$ cat config.mk
export PLATFORM = sky130hd
export DESIGN_NAME = ram_arbiter
export DESIGN_NICKNAME = d
export VERILOG_FILES = /design/src/rtl/ram_arb_pkg.sv /design/src/rtl/ram_arbiter.sv
export SDC_FILE = /design/constraint.sdc
export NUM_CORES = 1
export LEC_CHECK = 0
export ABC_CLOCK_PERIOD_IN_PS = 4000
export CAP_MARGIN = 20
export CORE_MARGIN = 3
export CORE_UTILIZATION = 32
export CTS_BUF_LIST = sky130_fd_sc_hd__clkbuf_8
export DETAILED_ROUTE_END_ITERATION = 10
export GPL_TIMING_DRIVEN = 1
export PLACE_DENSITY = 0.9
export SLEW_MARGIN = 20
export SYNTH_ARGS = -nofsm -noshare
export SYNTH_HDL_FRONTEND = slang
export SYNTH_SLANG_ARGS = --single-unit
$ cat constraint.sdc
create_clock -name clk -period 4 [get_ports clk]
set_input_delay 0.8 -clock clk [delete_from_list [all_inputs] [get_ports clk]]
set_output_delay 0.8 -clock clk [all_outputs]
set_load 0.01 [all_outputs]
$ cat src/rtl/ram_arb_pkg.sv
// ram_arb_pkg: shared types for the RAM arbiter (grant FSM states, port ids).
package ram_arb_pkg;

   typedef enum logic [1:0] {IDLE, OWN0, OWN1} arb_state_t;

   localparam int PORT_CPU = 0;
   localparam int PORT_LDR = 1;

endpackage

$ cat src/rtl/ram_arbiter.sv
// ram_arbiter: shares the single-port machine RAM between the CPU (port 0) and
// the loader/DMA/debug master (port 1). Registered round-robin grant with a
// burst limit; 1-cycle read data is steered back to whichever port issued it.
// Optional build macro RAM_ARBITER_STATS_EN adds saturating access/stall counters.
module ram_arbiter
   import ram_arb_pkg::*;
#(
   parameter int ADDR_W    = 8,
   parameter int DATA_W    = 8,
   parameter int MAX_BURST = 4
) (
   input  logic              clk,
   input  logic              reset,
   input  logic              req0,
   input  logic              we0,
   input  logic [ADDR_W-1:0] addr0,
   input  logic [DATA_W-1:0] wdata0,
   output logic              gnt0,
   output logic [DATA_W-1:0] rdata0,
   output logic              rvalid0,
   input  logic              req1,
   input  logic              we1,
   input  logic [ADDR_W-1:0] addr1,
   input  logic [DATA_W-1:0] wdata1,
   output logic              gnt1,
   output logic [DATA_W-1:0] rdata1,
   output logic              rvalid1,
   output logic [ADDR_W-1:0] ram_addr,
   output logic              ram_we,
   output logic [DATA_W-1:0] ram_wdata,
`ifdef RAM_ARBITER_STATS_EN
   output logic [15:0]       acc_cnt0,
   output logic [15:0]       acc_cnt1,
   output logic [15:0]       stall_cnt,
`endif
   input  logic [DATA_W-1:0] ram_rdata
);

   localparam int              CNT_W     = $clog2(MAX_BURST + 1);
   localparam logic [CNT_W-1:0] BURST_MAX = CNT_W'(MAX_BURST);
   // burst_cnt value at which the current access is the last one allowed
   localparam logic [CNT_W-1:0] BURST_LAST = CNT_W'(MAX_BURST - 1);

   arb_state_t       state, state_nxt;
   logic             last_owner;
   logic [CNT_W-1:0] burst_cnt, burst_inc;
   logic             acc0, acc1, at_limit;

   assign gnt0      = (state == OWN0);
   assign gnt1      = (state == OWN1);
   assign acc0      = gnt0 & req0;
   assign acc1      = gnt1 & req1;
   assign at_limit  = (burst_cnt >= BURST_LAST);
   assign burst_inc = (burst_cnt == BURST_MAX) ? burst_cnt : burst_cnt + CNT_W'(1);

   // Both ports see the raw RAM data; rvalid tells the issuer it is theirs.
   assign rdata0 = ram_rdata;
   assign rdata1 = ram_rdata;

   // Next owner: round-robin on a tie from IDLE, hand over on release or burst limit.
   always_comb begin
      state_nxt = state;
      case (state)
         IDLE: begin
            if (req0 && req1)
               state_nxt = (last_owner == 1'(PORT_LDR)) ? OWN0 : OWN1;
            else if (req0)
               state_nxt = OWN0;
            else if (req1)
               state_nxt = OWN1;
         end
         OWN0: begin
            if (!req0)
               state_nxt = req1 ? OWN1 : IDLE;
            else if (req1 && at_limit)
               state_nxt = OWN1;
         end
         OWN1: begin
            if (!req1)
               state_nxt = req0 ? OWN0 : IDLE;
            else if (req0 && at_limit)
               state_nxt = OWN0;
         end
         default: state_nxt = IDLE;
      endcase
   end

   // State, fairness bookkeeping and the 1-cycle read-valid pipeline.
   always_ff @(posedge clk) begin
      if (reset) begin
         state      <= IDLE;
         last_owner <= 1'(PORT_LDR);
         burst_cnt  <= '0;
         rvalid0    <= 1'b0;
         rvalid1    <= 1'b0;
      end else begin
         state   <= state_nxt;
         rvalid0 <= acc0 & ~we0;
         rvalid1 <= acc1 & ~we1;
         if (state_nxt != state) begin
            burst_cnt <= '0;
            if (state != IDLE)
               last_owner <= (state == OWN1) ? 1'(PORT_LDR) : 1'(PORT_CPU);
         end else if (acc0 || acc1) begin
            burst_cnt <= burst_inc;
         end
      end
   end

   // RAM port mux from the owner; write is suppressed in any reset cycle.
   always_comb begin
      ram_addr  = '0;
      ram_wdata = '0;
      ram_we    = 1'b0;
      if (state == OWN0) begin
         ram_addr  = addr0;
         ram_wdata = wdata0;
         ram_we    = acc0 & we0;
      end else if (state == OWN1) begin
         ram_addr  = addr1;
         ram_wdata = wdata1;
         ram_we    = acc1 & we1;
      end
      if (reset)
         ram_we = 1'b0;
   end

`ifdef RAM_ARBITER_STATS_EN
   // Saturating per-port access counts and a once-per-cycle stall count.
   always_ff @(posedge clk) begin
      if (reset) begin
         acc_cnt0  <= '0;
         acc_cnt1  <= '0;
         stall_cnt <= '0;
      end else begin
         if (acc0 && acc_cnt0 != 16'hFFFF)
            acc_cnt0 <= acc_cnt0 + 16'd1;
         if (acc1 && acc_cnt1 != 16'hFFFF)
            acc_cnt1 <= acc_cnt1 + 16'd1;
         if (((req0 && !gnt0) || (req1 && !gnt1)) && stall_cnt != 16'hFFFF)
            stall_cnt <= stall_cnt + 16'd1;
      end
   end
`endif

endmodule

==> summary.md <==
| Metric | Value |
|---|---|
| Status | finished clean |
| Post-Synthesis Cells | 97 |
| Mapped Nets | 146 |
| Critical Path Sink Type | output pin |
| Final ANT Viol Nets | 0 |
| Ys async rst share | 0 |
| Clk_lat worst skew | 0.22 ns |
| Crit path capture | ram_we |
| Chip height | 57.0 um |
| Core Rows | 17 |
| Hold Path Class | reg -> reg |
| Gpl congestion | 0.909 |
| GRT Residual Overflow | 0 |
| Min Tclk post-route | 3.08 ns |
| Reg2Reg Setup Slack | 2.21 ns |
| Wire per inst | 15.4 um |
| Initial antenna violation count | 0 |
| Finished Layout Cells | 164 |
| CP Data Arrival Time | about 2.3 ns |
| Max_slew headroom | 0.595 |
| Max_cap viols | 0 |
| Power density cells | 225 nW/um^2 |
| Final WL | 2530 um |
| Final setup fails | 0 |
| Nets | 187 |
| Most common cell after layout, fill and taps aside | clkdlybuf4s50_1 |
| Via Count | 863 |
| Worst R2R End | last_owner |
| Clock slew at reported path FFs | 0.04 ns |
| Most frequent cells in the layout | 58 x clkdlybuf4s50_1, 16 x a22o_1, 8 x dfxtp_1 |
| Die X-Extent | 57.0 um |
| Clock skew | 0.00510 ns |
| Startpoint type of the worst setup path | input pin |
| Hold Fails Final Rpt | 0 |
| Critical path type | in -> out |
| WP data required | ~3.2 ns |
| Clock buffer depth | 2 |
| Area post-placement | 1280 um^2 |
| VDD IR max | 0.000180 V |
| Post-CTS Hold Buffers | 0 |
| Seq/Total Area, Yosys | 0.192 |
| Cts repair resizes | 0 |
| Least-Margin Pin Slew | 0.607 ns |
| Critical Path Fanout Max | 7 |
| Placed instance count | 161 |
| Post-synth top flop | dfxtp_1 |
| TritonCTS clock tree | built |
| DRT Pass-1 Iters | 4 |
| Clock sink count | 8 |
| Leak | 0.000517 uW |
| Syn_area_per_cell | ~8.6 um^2 |
| Share of cells above drive strength 1 | 0.0809 |
| YS warnings | 0 |
| Fmax | between 0.3 and 0.4 GHz |
| Period utilization | 0.769 |
| Synth Cell Area | 833 um^2 |
| Post-DP HPWL | approximately 2100 um |
| Htree depth | 1 |
| Cell area after layout | between 1000 and 1500 um^2 |
| Synth cell types | 36 |
| Reg2reg start | state[0] |
| #FFs+latches synth | 8 |
| First-pass GRT wire length | between 3000 and 4000 um |
| # DRC | 0 |
| Setup_tns | 0 ns |
| Core area | 2340 um^2 |
| Cts bufs inserted | 3 |
| CP Launch Point | req0 |
| RSZ-0062 raised after global routing | no |
| Layout area overhead | 58.6% |
| Vias in the first global route | 823 |
| First-iteration detailed-routing DRC count | 29 |
| Worst R2R Path Depth | 4 |
| Clk root buf | clkbuf_8 |
| ANT cells | 0 |
| Max Slew Vio Count | 0 |
| Postcts setup bufs | 0 |
| Initial core utilization | 0.356 |
| # port buffers | 58 |
| Number of synthesized flops with an enable pin | 0 |
| Top Ports | 83 |
| GRT Util Overall | 0.147 |
| DIE AREA | 3250 um^2 |
| Via-per-instance ratio | 5.26 |
| Largest net degree at the start of global routing | 22 |
-- through the flow --
stage | util | total power, uW | worst slack, ns | hold slack, ns
3_3_place_gp | 0.547 | 201 | 0.956 | 0.526
5_1_grt | 0.565 | 313 | 0.796 | 0.566
2_1_floorplan | - | 154 | 1.94 | 0.519
4_1_cts | 0.565 | 302 | 0.921 | 0.549
3_5_place_dp | 0.547 | 204 | 0.927 | 0.544
6_report | 0.565 | 297 | 0.923 | 0.547
-- area by class of cell --
type / count / area [um^2]
multi-input combinational: 59 / 470
tap: 28 / 35.0
clock buffer: 3 / 41.3
fill: 212 / 1020
timing repair buffer: 59 / 588
inverter: 7 / 26.3
sequential: 8 / 160
-- worst min path at each step --
stage / from / to / slack [ns] / depth (start not counted)
finish: burst_cnt[2] / burst_cnt[2] / 0.55 / 2
global route: burst_cnt[2] / burst_cnt[2] / 0.57 / 2
CTS: burst_cnt[2] / burst_cnt[2] / 0.55 / 2
floorplan: burst_cnt[2] / burst_cnt[2] / 0.52 / 2
global placement: burst_cnt[2] / burst_cnt[2] / 0.53 / 2
detailed placement: burst_cnt[2] / burst_cnt[2] / 0.54 / 2
-- power by group --
group	internal (uW)	switching, uW	leakage (uW)
Combinational	73.9	40.5	0.000430
Clock	65.0	29.7	0.0000216
Sequential	82.6	5.16	0.0000651
Total	221	75.4	0.000517
-- cell usage after synthesis, types with 2 or more instances --
cell | count | area [um^2]
a21oi_1 | 2 | 10.0
nand3_1 | 3 | 15.0
a22o_1 | 16 | 140
buf_2 | 2 | 10.0
buf_4 | 17 | 128
nand2_1 | 4 | 15.0
o21ai_0 | 2 | 10.0
nor2_1 | 4 | 15.0
inv_1 | 7 | 26.3
nor3_1 | 3 | 15.0
ha_1 | 3 | 37.5
buf_6 | 3 | 33.8
dfxtp_1 | 8 | 160
-- registers in the layout (all words and copies together) (netlist names) --
signal / flops
rvalid0: 1
last_owner: 1
burst_cnt: 3
rvalid1: 1
state: 2
-- critical path, cell delays in order --
cell and delay (ns):
clkdlybuf4s50_1 0.63, nand4_1 0.14, a21oi_1 0.16, clkdlybuf4s50_1 0.55
-- cell families (layout without fill, tap and decap cells) --
group / Yosys count / count (layout) / synth area share
AOI/OAI and AO/OA: 32 / 32 / 0.344
xor gates and xnor gates: 1 / 1 / 0.0105
adders and majority gates: 3 / 3 / 0.0450
buffers and inverters: 30 / 69 / 0.243
DFF: 8 / 8 / 0.192
muxes: 1 / 1 / 0.0120
and+or+nand+nor: 22 / 22 / 0.153
-- layer usage --
metal,global-route usage,wire length [um]
met5,0,0
met4,0.0265,9
met3,0.0475,226
met2,0.292,1350
met1,0.147,940
Note: power is estimated with default switching activity, not from simulation.
